## src/rtl/serial_frame_transmitter.sv

```systemverilog
// Framed serial transmitter: a fixed 6-bit header followed by a 10-bit payload, MSB first.
// Advances one bit per clkEn tick. The counter and valid flag match the detector.
module serial_frame_transmitter #(
    parameter logic [5:0] HEADER = 6'b110101
) (
    input  logic       clk,
    input  logic       rst,
    input  logic       clkEn,
    input  logic       start,
    input  logic [9:0] dataIn,
    output logic       serOut,
    output logic       serOutValid,
    output logic       busy,
    output logic       done,
    output logic [3:0] countOut
);
    localparam logic [1:0] S_IDLE    = 2'd0;
    localparam logic [1:0] S_HEADER  = 2'd1;
    localparam logic [1:0] S_PAYLOAD = 2'd2;
    localparam logic [1:0] S_DONE    = 2'd3;

    logic [1:0] state;
    logic [2:0] idx;
    logic [9:0] shreg;
    logic [3:0] cnt;

    always_ff @(posedge clk or negedge rst) begin
        if (!rst) begin
            state <= S_IDLE;
            idx   <= 3'd5;
            shreg <= '0;
            cnt   <= '0;
        end else if (clkEn) begin
            case (state)
                S_IDLE: if (start) begin
                    shreg <= dataIn;
                    idx   <= 3'd5;
                    state <= S_HEADER;
                end
                S_HEADER: if (idx == 3'd0) begin
                    cnt   <= 4'd6;
                    state <= S_PAYLOAD;
                end else begin
                    idx <= idx - 3'd1;
                end
                S_PAYLOAD: begin
                    shreg <= {shreg[8:0], 1'b0};
                    // The counter stops at 15. It is not reset here, so it holds 15 through DONE and IDLE.
                    if (cnt == 4'd15) state <= S_DONE;
                    else              cnt   <= cnt + 4'd1;
                end
                default: state <= S_IDLE;
            endcase
        end
    end

    always_comb begin
        serOut      = 1'b0;
        serOutValid = 1'b0;
        busy        = (state != S_IDLE);
        done        = (state == S_DONE);
        case (state)
            S_HEADER: serOut = HEADER[idx];
            S_PAYLOAD: begin
                serOut      = shreg[9];
                serOutValid = 1'b1;
            end
            default: serOut = 1'b0;
        endcase
    end

    assign countOut = cnt;
endmodule
```

## config.mk

```make
export PLATFORM = sky130hd
export DESIGN_NAME = serial_frame_transmitter
export DESIGN_NICKNAME = d
export VERILOG_FILES = /design/src/rtl/serial_frame_transmitter.sv
export SDC_FILE = /design/constraint.sdc
export NUM_CORES = 1
export LEC_CHECK = 0
export CELL_PAD_IN_SITES_DETAIL_PLACEMENT = 0
export CELL_PAD_IN_SITES_GLOBAL_PLACEMENT = 2
export CORE_MARGIN = 2
export CORE_UTILIZATION = 32
export CTS_CLUSTER_SIZE = 8
export DETAILED_ROUTE_END_ITERATION = 16
export PLACE_DENSITY = 0.85
export SYNTH_ARGS = -nofsm -noshare
export SYNTH_HDL_FRONTEND = slang
export SYNTH_SLANG_ARGS = --single-unit
```

## constraint.sdc

```tcl
create_clock -name clk -period 2.2 [get_ports clk]
set_clock_uncertainty 0.1 [all_clocks]
set_input_delay 0.66 -clock clk [delete_from_list [all_inputs] [get_ports clk]]
set_output_delay 0.66 -clock clk [all_outputs]
set_load 0.005 [all_outputs]
```

; ---- After elaboration in Yosys (flattened, before gate mapping)
; Memory sizes are Yosys's and may differ from the RTL's.
; Index checks and enable logic that the tools add are counted.
[word_totals]
memories = 1
in_bits = 14
register_bits = 19
rom_bits = 8
wordCells = 42
out_inout_bits = 8
[memory_table]
columns = memory, depth, width, rd, rd_clocked_by_memory_dff, write_ports, line_no
row1 = (no name shown), 8, 1, 1, 0, 0, 63  ; S_HEADER: serOut = HEADER[idx];
[classes]
addsub = 2
reduce_logical = 10
magnitude_cmp = 1
n_eq_ne = 9
muxes = 15
[op_table]
columns = cell, n
row1 = $pmux 10 s2, 1
row2 = $reduce_and 4->1, 3
row3 = $mux 10, 1
row4 = $ne 2x2->1 const B, 5
row5 = $mux 4, 2
row6 = $pmux 4 s2, 1
row7 = $reduce_bool 2->1, 4
row8 = $mux 2, 3
row9 = $mux 3, 2
row10 = $pmux 2 s3, 1
row11 = $pmux 3 s2, 1
row12 = $add 4x1->4 const B, 1
row13 = $eq 2x2->1 const B, 2
row14 = $eq 4x4->1 const B, 1
row15 = $lt 3x4->1 const B, 1
row16 = $logic_not 3->1, 1
row17 = $reduce_and 3->1, 1
row18 = $sub 3x1->3 const B, 1
row19 = $eq 2x1->1 const B, 1
row20 = $logic_not 2->1, 1
row21 = $mux 1, 2
row22 = $pmux 1 s2, 1

; ---- Depth between registers and ports, before layout
; Gate-level depths: netlist (run 1).
[depth]
depth_word = 3
ltp_mapped = 6
ltp_nobuf = 6

; ---- Worst setup path after synthesis (run 1)
; OpenSTA, ideal clock, no wires.
[synth_timing]
path_type = reg2reg
startpoint = reg idx[0]
endpoint = reg cnt[3], in the netlist countOut[3]
synth_period_minus_slack_ns = 1.895
t_required_ns = 1.974
t_arrival_ns = 1.669
setup_time_ns = 0.126
n_path_buf = 0
stages_incl_launch_ff = 7
setup_slack_ns = 0.305
cell_sequence = dfstp_2 inv_1 ha_1 ha_1 mux2_2 and2_1 a221o_1
[synth_between]
elab_chain_cells = 3
[synth_lines]
columns = element, line_no
row1 = from (decl), 23  ; logic [2:0] idx;
row2 = from (signal assigned), 44  ; idx <= idx - 3'd1;
row3 = $logic_not 3->1, 40  ; S_HEADER: if (idx == 3'd0) begin
row4 = $ne 2x2->1 (no line), -
row5 = $reduce_and 4->1 (no line), -
row6 = to (signal assigned), 50  ; else cnt <= cnt + 4'd1;
row7 = to (decl), 25  ; logic [3:0] cnt;
; No other way between the ends.
; A chain may end at the register's enable or synchronous reset.

; ---- Worst setup path in the final report (run 1)
[layout_timing]
startpoint = reg cnt[2], in the netlist countOut[2]
endpoint = out countOut[2]
[layout_rtl]
columns = element, line_no
row1 = to (decl), 15  ; output logic [3:0] countOut
; No word-level cell between the ends.

==> metrics.yaml, run 1 <==
synth_mux_area_share_pct: 17.7
dp_hpwl_mm: 1.81
cp_data_required_time_ps: 1440
syn_inst: 105
detail_route.vias_per_cell: 4.93
crit_type: "flip-flop to output pin"
syn_nets: 128
rsz0062_at_grt: "no"
io-pin-count: 22
antenna_found_initial: 0
min_path_type: "flip-flop to flip-flop"
cts_root_buf: "clkbuf_4"
pwr-share-clk_pct: 8.9
gr-usage-all-layers_pct: 12.6
fmax_mhz: 481
vdd_drop_max_v: 0.000384
first_pass_iters: 4
switchingPower_mw: 0.791
run_status: "finished, final reports clean"
post_synth_fa_ha_maj_area_fraction_pct: 9.96
power.density_mw_per_mm2: 1320
crit_family: "buffers and inverters"
cts_buffer_depth: 2
synth_top_family_by_area: "multiplexers"
cts_tree: "yes"
postRouteAntennaNets: 0
die-area_mm2: 0.00403
p_int_mw: 1.24
fin_nets: 165
arrival_ps: 1320
crit_path_top_delay_cell: "clkdlybuf4s50_1"
syn_to_final_growth_pct: 36.2
port_buffers: 21
grt-ovfl-total: 0
place.gp.congestion: 0.748
yosysWarnings: 0
layout_common_cells: "dfrtp_1, clkdlybuf4s50_1, buf_4, mux2i_1, a21oi_1"
seqPwrFrac_pct: 32.1
cp_num_buf_inv: 1
cp_cell_sequence: "clkdlybuf4s50_1"
die_x_um: 63.5
first_iter_violations: 29
period_minus_slack_ps: 2080
postCtsHoldBufs: 0
wl_per_cell_um: 12.9
fill_cells: 350
r2r_slack_ps: 160
num_rows: 21
setup_viol: 0
synth_seq_area_share_pct: 42.3
die_h_um: 63.5
htreeDepth: 1
whs_endpoint: "shreg[0]"
maxCapViolations: 0
syn_area_per_cell_um2: 10.8
core_mm2: 0.00336
worst_slew_pin_slew_ps: 304
fin_crit_sh_pct: 94.6
synthesis.area_mm2: 0.00113
max_slew_margin_pct: 79.7
synth_xor_area_share_pct: 0
grt_pass1_wl_mm: 4.03
hold_start: "shreg[0]"
grt_pass1_vias: 904
holdWs_ps: 435
synth_compound_area_share_pct: 16.3
totalWireLength_mm: 2.42
drc: 0
drive_above_1_share_pct: 27.0
p_comb_share_pct: 59.1
end_kind: "output pin"
p_sw_share_pct: 38.9
cp_num_cells: 1
hold_violations: 0
cts_sinks: 19
worst-path-max-fanout: 7
synthSimpleGateAreaFrac_pct: 9.96
cts_buffers: 3
grt_max_degree: 23
synth_seq_cells: 19
slew_violations: 0
rr_endpoint: "countOut[1]"
reg2reg_depth: 7
finalPower_mw: 2.03
holdPathStages: 1
start_util_pct: 33.6
r2r-start: "state[1]"
cpPeakStageDelay_ps: 550
n_antenna_cell: 0
ys_types: 28
clkLatencyLatePin_ps: 300
leakagePower_nw: 0.656
clkSlewWorstSetupHoldPaths_ps: 110
via_count: 921
startpoint_type: "flip-flop"
## timing repair
item | CTS | global route
resized for setup | 16 | 5
endpoints found under the setup margin | 4 | 3
setup buffers | 3 | 1
pin swaps | 0 | 0
## state kept, by name, indices dropped and copies added, names as in the netlist
register and flops:
shreg 10, state 2, countOut 4, idx 3
## power by group through the flow
stage	logic, mW	registers (mW)	clock network (mW)
after floorplan	0.706	0.632	0
after global placement	1.10	0.649	0
after detailed placement	1.12	0.658	0
after CTS	1.20	0.648	0.189
after global routing	1.33	0.672	0.208
final	1.20	0.652	0.180
## synthesized netlist by cell type (all sizes together)
cell type / n / area share, %
mux2: 8 / 8.0
dfrtp: 17 / 38
clkbuf: 2 / 0.66
nand3: 3 / 1.3
a221o: 1 / 0.88
nor2b: 4 / 2.2
dfstp: 2 / 4.6
and3: 1 / 0.55
mux2i: 11 / 9.7
ha: 9 / 10
nor2: 2 / 0.66
a2111o: 1 / 1.0
a2111oi: 1 / 2.4
inv: 7 / 2.3
nor3b: 2 / 1.3
a31oi: 9 / 5.0
a21oi: 10 / 4.4
nand2: 5 / 1.7
nand2b: 2 / 1.1
and2: 1 / 0.55
nand4: 1 / 0.55
buf: 2 / 0.88
o21ai: 1 / 0.44
a311oi: 1 / 0.77
o21bai: 1 / 0.66
a21boi: 1 / 0.66
## routing by layer
| metal | vias to the layer above | global-route usage [%] | wire [um] | share of wire, % |
|---|---|---|---|---|
| met5 | - | 0 | 0 | 0 |
| met4 | 0 | 4.62 | 29 | 1.2 |
| met3 | 4 | 3.21 | 159 | 6.6 |
| met2 | 33 | 20.8 | 1110 | 46 |
| met1 | 429 | 15.9 | 1120 | 46 |
| li1 | 455 | - | - | - |
## worst max path at each step
stage | start | endpoint | slack, ps
after floorplan | idx[0] | countOut[3] | 300
after global routing | state[1] | serOut | 40
final | countOut[2] | countOut[2] | 120
after global placement | state[1] | serOut | -40
after detailed placement | state[1] | serOut | -80
after CTS | state[1] | serOut | 1
## metrics by stage
stage / setup slack, ps / cells / TNS, ps / utilization (%) / instance area, um2
floorplan: 305 / 105 / 0 / - / 1130
global placement: -35.1 / 179 / -35.1 / 43.5 / 1460
detailed placement: -80.4 / 179 / -80.4 / 43.5 / 1460
CTS: 1.10 / 186 / 0 / 45.7 / 1540
global route: 36.0 / 187 / 0 / 45.8 / 1540
finish: 119 / 187 / 0 / 45.8 / 1540
## cell families after synthesis
kind of cell	after synthesis
AOI/OAI and AO/OA	26
buffers and inverters	11
adders and majority gates	9
muxes	19
DFF	19
and+or+nand+nor	21
## layout make-up
| class | instances | area [um2] | share of cell area, % |
|---|---|---|---|
| Clock buffer | 3 | 22.5 | 1.46 |
| Clock inverter | 1 | 5.00 | 0.325 |
| Inverter | 7 | 26.3 | 1.71 |
| Multi-Input combinational cell | 75 | 644 | 41.8 |
| Sequential cell | 19 | 478 | 31.0 |
| Tap cell | 46 | 57.6 | 3.74 |
| Timing Repair Buffer | 36 | 307 | 19.9 |
Note: power is estimated with default switching activity, not from simulation.
==> run 2, diff against run 1 <==
- CORE_UTILIZATION: 32 -> 30
- PLACE_DENSITY: 0.85 -> 0.81
==> run 2 against run 1 <==
  * Final cell count increased by 0.53%
  * Setup slack got worse by 62 ps
  * Clock power increased by 34%
  * Register-to-register slack improved by 20 ps
  * Combinational power about the same
  * Via count decreased by 0.87%
  * Maximum frequency decreased by 2.9%
  * Critical endpoint is now done
  * Highest routed layer is now met3
==> metrics.yaml, run 2 (synthesis gave the netlist of run 1 again) <==
wl_per_cell_um: 13.0  # +0.70%
num_rows: 22  # +4.8%
grt-ovfl-total: 0  # unchanged
n_antenna_cell: 0  # unchanged
cts_buffer_depth: 2  # unchanged
cp_data_required_time_ps: 1440  # about the same
arrival_ps: 1380  # +60 ps
die_x_um: 65.4  # +3.1%
core_mm2: 0.00363  # +8.0%
stdcell_area_mm2: 0.00156  # +0.97%
gr-usage-all-layers_pct: 12.5  # -0.081 points
die-area_mm2: 0.00428  # +6.2%
dp_hpwl_mm: 1.82  # +0.44%
period_minus_slack_ps: 2140  # +62.4 ps
crit_type: "flip-flop to output pin"
grt_max_degree: 23  # unchanged
detail_route.vias_per_cell: 4.86  # -1.4%
cts_buffers: 3  # unchanged
fin_nets: 164  # -0.61%
port_buffers: 21  # unchanged
start_util_pct: 31.1  # -2.5 points
die_h_um: 65.4  # +3.1%
seq_area_um2: 478  # unchanged
vdd_drop_max_v: 0.000603  # +57%
via_count: 913  # -0.87%
grt_pass1_vias: 933  # +3.2%
clkLatencyLatePin_ps: 250  # -50 ps
drc: 0  # unchanged
post-place-ws_ps: -44.7  # +35.7 ps
max_slew_margin_pct: 80.1  # +0.38 points
worst_slack_ps: 56.9  # -62.4 ps
postRouteAntennaNets: 0  # unchanged
worst_slew_pin_slew_ps: 299  # -4.80 ps
clkSlewWorstSetupHoldPaths_ps: 80  # -30 ps
htreeDepth: 1  # unchanged
fin_crit_sh_pct: 97.4  # +2.8 points
multi_input_area_um2: 632  # -1.9%
cts_sinks: 19  # unchanged
fmax_mhz: 467  # -2.9%
first_iter_violations: 26  # -10%
antenna_found_initial: 0  # unchanged
maxCapViolations: 0  # unchanged
cts_root_buf: "clkbuf_8"
io-pin-count: 22  # unchanged
hold_violations: 0  # unchanged
syn_to_final_growth_pct: 37.5
startpoint_type: "flip-flop"
setup_tns_ps: 0  # unchanged
fill_cells: 376  # +7.4%
cts_tree: "yes"
layout_common_cells: "dfrtp_1, clkdlybuf4s50_1, buf_4, mux2i_1, a21oi_1"
drive_above_1_share_pct: 23.6  # -3.4 points
totalWireLength_mm: 2.45  # +1.2%
regMostFlops: "shreg"
leakagePower_nw: 0.659  # +0.50%
finalPower_mw: 2.09  # +3.0%
largest_reg_flops: 10  # unchanged
rsz0062_at_grt: "yes"
power.density_mw_per_mm2: 1350  # +2.0%
end_kind: "output pin"
first_pass_iters: 4  # unchanged
setup_viol: 0  # unchanged
run_status: "finished, final reports clean"
place.gp.congestion: 0.738  # -1.3%
postCtsHoldBufs: 0  # unchanged
slew_violations: 0  # unchanged
grt_pass1_wl_mm: 4.20  # +4.1%
min_path_type: "flip-flop to flip-flop"
placed_area_mm2: 0.00147  # +0.68%
worst-path-max-fanout: 3  # -4
==> run 2: changes by cell type in the layout (fill, tap and decap cells not counted) <==
cell             delta
clkinv_2            -1
clkdlybuf4s15_1     +1
clkbuf_8            +3
ha_4                -1
clkbuf_1            +1
clkdlybuf4s15_2     +1
dlygate4sd2_1       +1
clkbuf_4            -3
clkbuf_2            -3
buf_4               -1
ha_1                +1
==> run 2: metrics by stage <==
| step | util (%) | cells | hold slack [ps] |
|---|---|---|---|
| after floorplan | - | 105 | 264 |
| after global placement | 40.6 | 182 | 392 |
| after detailed placement | 40.6 | 182 | 422 |
| after CTS | 42.2 | 188 | 441 |
| after global routing | 42.8 | 188 | 450 |
| final | 42.8 | 188 | 430 |
==> run 2: cell type report <==
type                            count  area share, %
Multi-Input combinational cell     75           40.6
Inverter                            7           1.69
Clock buffer                        4           2.90
Timing Repair Buffer               35           20.2
Sequential cell                    19           30.7
Tap cell                           48           3.86
==> run 2: metal layers <==
layer / GRT usage, % / up-vias / routed length (um) / part of all wire (%)
met2: 22.1 / 20 / 1200 / 49
met5: 0 / - / 0 / 0
li1: - / 451 / - / -
met1: 15.5 / 442 / 1120 / 46
met3: 4.11 / 0 / 124 / 5.1
met4: 1.04 / 0 / 0 / 0
==> run 2: final timing paths <==
kind | from | endpoint | slack (ps) | cells past startpoint
hold reg to reg | shreg[0] | shreg[0] | 430 | 1
max in group asynchronous | rst | idx[0] | 1080 | 2
setup reg to reg | state[1] | state[1] | 180 | 6
setup / recovery | state[1] | done | 60 | 4
min in group asynchronous | rst | countOut[2] | 640 | 2
hold / removal | shreg[0] | shreg[0] | 430 | 1
==> run 2: critical path, cell delays in order, from the launching register on <==
cell and delay, ps:
dfrtp_1 410, buf_4 160, buf_4 130, ha_1 180
dlygate4sd2_1 260
==> run 2: timing repair <==
item | CTS | global route
setup buffers | 2 | 0
gates resized for setup | 10 | 6
setup endpoints to repair | 4 | 3
==> run 2: power breakdown <==
part | internal [mW] | switching [mW] | total, mW | leakage (nW)
registers | 0.526 | 0.130 | 0.656 | 0.216
logic | 0.655 | 0.540 | 1.19 | 0.420
clock network | 0.129 | 0.113 | 0.241 | 0.0228
total | 1.31 | 0.783 | 2.09 | 0.659
==> run 3, diff against run 2 <==
- PLACE_DENSITY: 0.81 -> unset
- PLACE_DENSITY_LB_ADDON: unset -> 0.1
==> run 3 against run 2 <==
  * Sequential share of layout area down 0.41 points
  * Sequential power down 1%
  * Critical path depth unchanged
  * First-iteration DRC count unchanged
  * Critical path type unchanged
  * Largest cell class unchanged
  * Largest power group unchanged
  * Highest routed layer is now met4
==> metrics.yaml, run 3 (synthesis gave the netlist of run 1 again) <==
die_h_um: 65.4  # unchanged
finalPower_mw: 2.11  # +0.97%
cts_tree: "yes"
drc: 0  # unchanged
via_count: 928  # +1.6%
final_core_util_pct: 43.4  # +0.59 points
io-pin-count: 22  # unchanged
r2r_slack_ps: 210  # +30 ps
first_iter_violations: 26  # unchanged
postCtsHoldBufs: 0  # unchanged
cp_data_required_time_ps: 1440  # about the same
start_util_pct: 31.1  # unchanged
first_pass_iters: 4  # unchanged
regMostFlops: "shreg"
htreeDepth: 1  # unchanged
worst_slew_pin_slew_ps: 288  # -10.6 ps
maxCapViolations: 0  # unchanged
stdcell_area_mm2: 0.00158  # +1.4%
grt_pass1_vias: 954  # +2.3%
syn_to_final_growth_pct: 39.4
min_path_type: "flip-flop to flip-flop"
fin_nets: 168  # +2.4%
period_minus_slack_ps: 2160  # +16.2 ps
crit_path_top_delay_cell: "dfrtp_1"
cp_common_cell: "buf_4"
grt-ovfl-total: 0  # unchanged
cp_num_buf_inv: 3  # unchanged
worst-path-max-fanout: 2  # -1
dp_hpwl_mm: 1.77  # -2.7%
largest_reg_flops: 10  # unchanged
reg2reg_depth: 6  # unchanged
run_status: "finished, final reports clean"
gr-usage-all-layers_pct: 13.5  # +0.94 points
die_x_um: 65.4  # unchanged
whs_endpoint: "shreg[0]"
grt_pass1_wl_mm: 4.42  # +5.3%
crit_family: "buffers and inverters"
drive_above_1_share_pct: 25.0  # +1.4 points
antenna_found_initial: 0  # unchanged
num_rows: 22  # unchanged
cp_cell_sequence: "buf_4, buf_4, ha_1, dlygate4sd2_1"
place.gp.congestion: 0.699  # -5.3%
crit_type: "flip-flop to output pin"
power.density_mw_per_mm2: 1340  # -0.39%
die-area_mm2: 0.00428  # unchanged
final_common_cell: "buf_4"
hold_violations: 0  # unchanged
totalWireLength_mm: 2.49  # +1.5%
placed_area_mm2: 0.00150  # +1.5%
detail_route.vias_per_cell: 4.83  # -0.47%
rr_endpoint: "countOut[1]"
grt_max_degree: 20  # -13%
fmax_mhz: 463  # -0.75%
n_antenna_cell: 0  # unchanged
slew_violations: 0  # unchanged
cts_buffers: 3  # unchanged
holdPathStages: 1  # unchanged
startpoint_type: "flip-flop"
r2r-start: "idx[0]"
arrival_ps: 1400  # +20 ps
postRouteAntennaNets: 0  # unchanged
layout_common_cells: "buf_4, dfrtp_1, clkdlybuf4s50_1, mux2i_1, a21oi_1"
clkLatencyLatePin_ps: 260  # about the same
cts_buffer_depth: 2  # unchanged
fin_crit_sh_pct: 98.2  # +0.74 points
cts_sinks: 19  # unchanged
cpPeakStageDelay_ps: 410  # about the same
wl_per_cell_um: 12.9  # -0.60%
core_mm2: 0.00363  # unchanged
leakagePower_nw: 0.680  # +3.2%
vdd_drop_max_v: 0.000573  # -4.9%
end_kind: "output pin"
port_buffers: 21  # unchanged
setup_viol: 0  # unchanged
rsz0062_at_grt: "no"
clkSlewWorstSetupHoldPaths_ps: 70  # about the same
cts_root_buf: "clkbuf_8"
max_slew_margin_pct: 80.8  # +0.71 points
hold_start: "shreg[0]"
run 3: timing repair:
| item | 4_1_cts | 5_1_grt |
|---|---|---|
| setup buffers | 3 | 0 |
| setup endpoints to repair | 4 | 1 |
| pin swaps | 1 | 1 |
| gates resized for setup | 8 | 7 |
run 3: worst max-delay path by stage:
stage	slack (ps)	depth (start not counted)	to	start
finish	40	4	done	state[0]
global route	10	4	done	state[0]
CTS	-30	5	serOut	state[1]
detailed placement	-70	4	serOut	state[1]
global placement	-50	4	serOut	state[0]
floorplan	300	6	countOut[3]	idx[0]
run 3: where the power goes:
part,internal [mW],switching [mW]
Clock,0.129,0.119
Combinational,0.665,0.552
Sequential,0.526,0.121
Total,1.32,0.793
run 3: final cells by class:
type                    instances  area [um2]
flip-flops and latches         19         478
clock buffers                   4        45.0
multi-input cells              75         628
repair buffers                 39         337
well taps                      48        60.1
fillers                       385        2060
inverters                       7        28.8
run 3: per-stage QoR:
step	hold slack [ps]	TNS (ps)	setup slack, ps	cells
2_1_floorplan	264	0	305	105
3_5_place_dp	415	-68.9	-68.9	185
5_1_grt	440	0	9.63	192
6_report	428	0	40.7	192
3_3_place_gp	404	-50.5	-50.5	185
4_1_cts	432	-31.9	-31.9	192
run 3: per-layer routing:
| layer | track usage (%) | wire length, um | vias to the layer above |
|---|---|---|---|
| met1 | 17.7 | 1160 | 441 |
| li1 | - | - | 458 |
| met4 | 3.91 | 21 | 0 |
| met3 | 2.05 | 109 | 2 |
| met5 | 0 | 0 | - |
| met2 | 22.8 | 1200 | 27 |
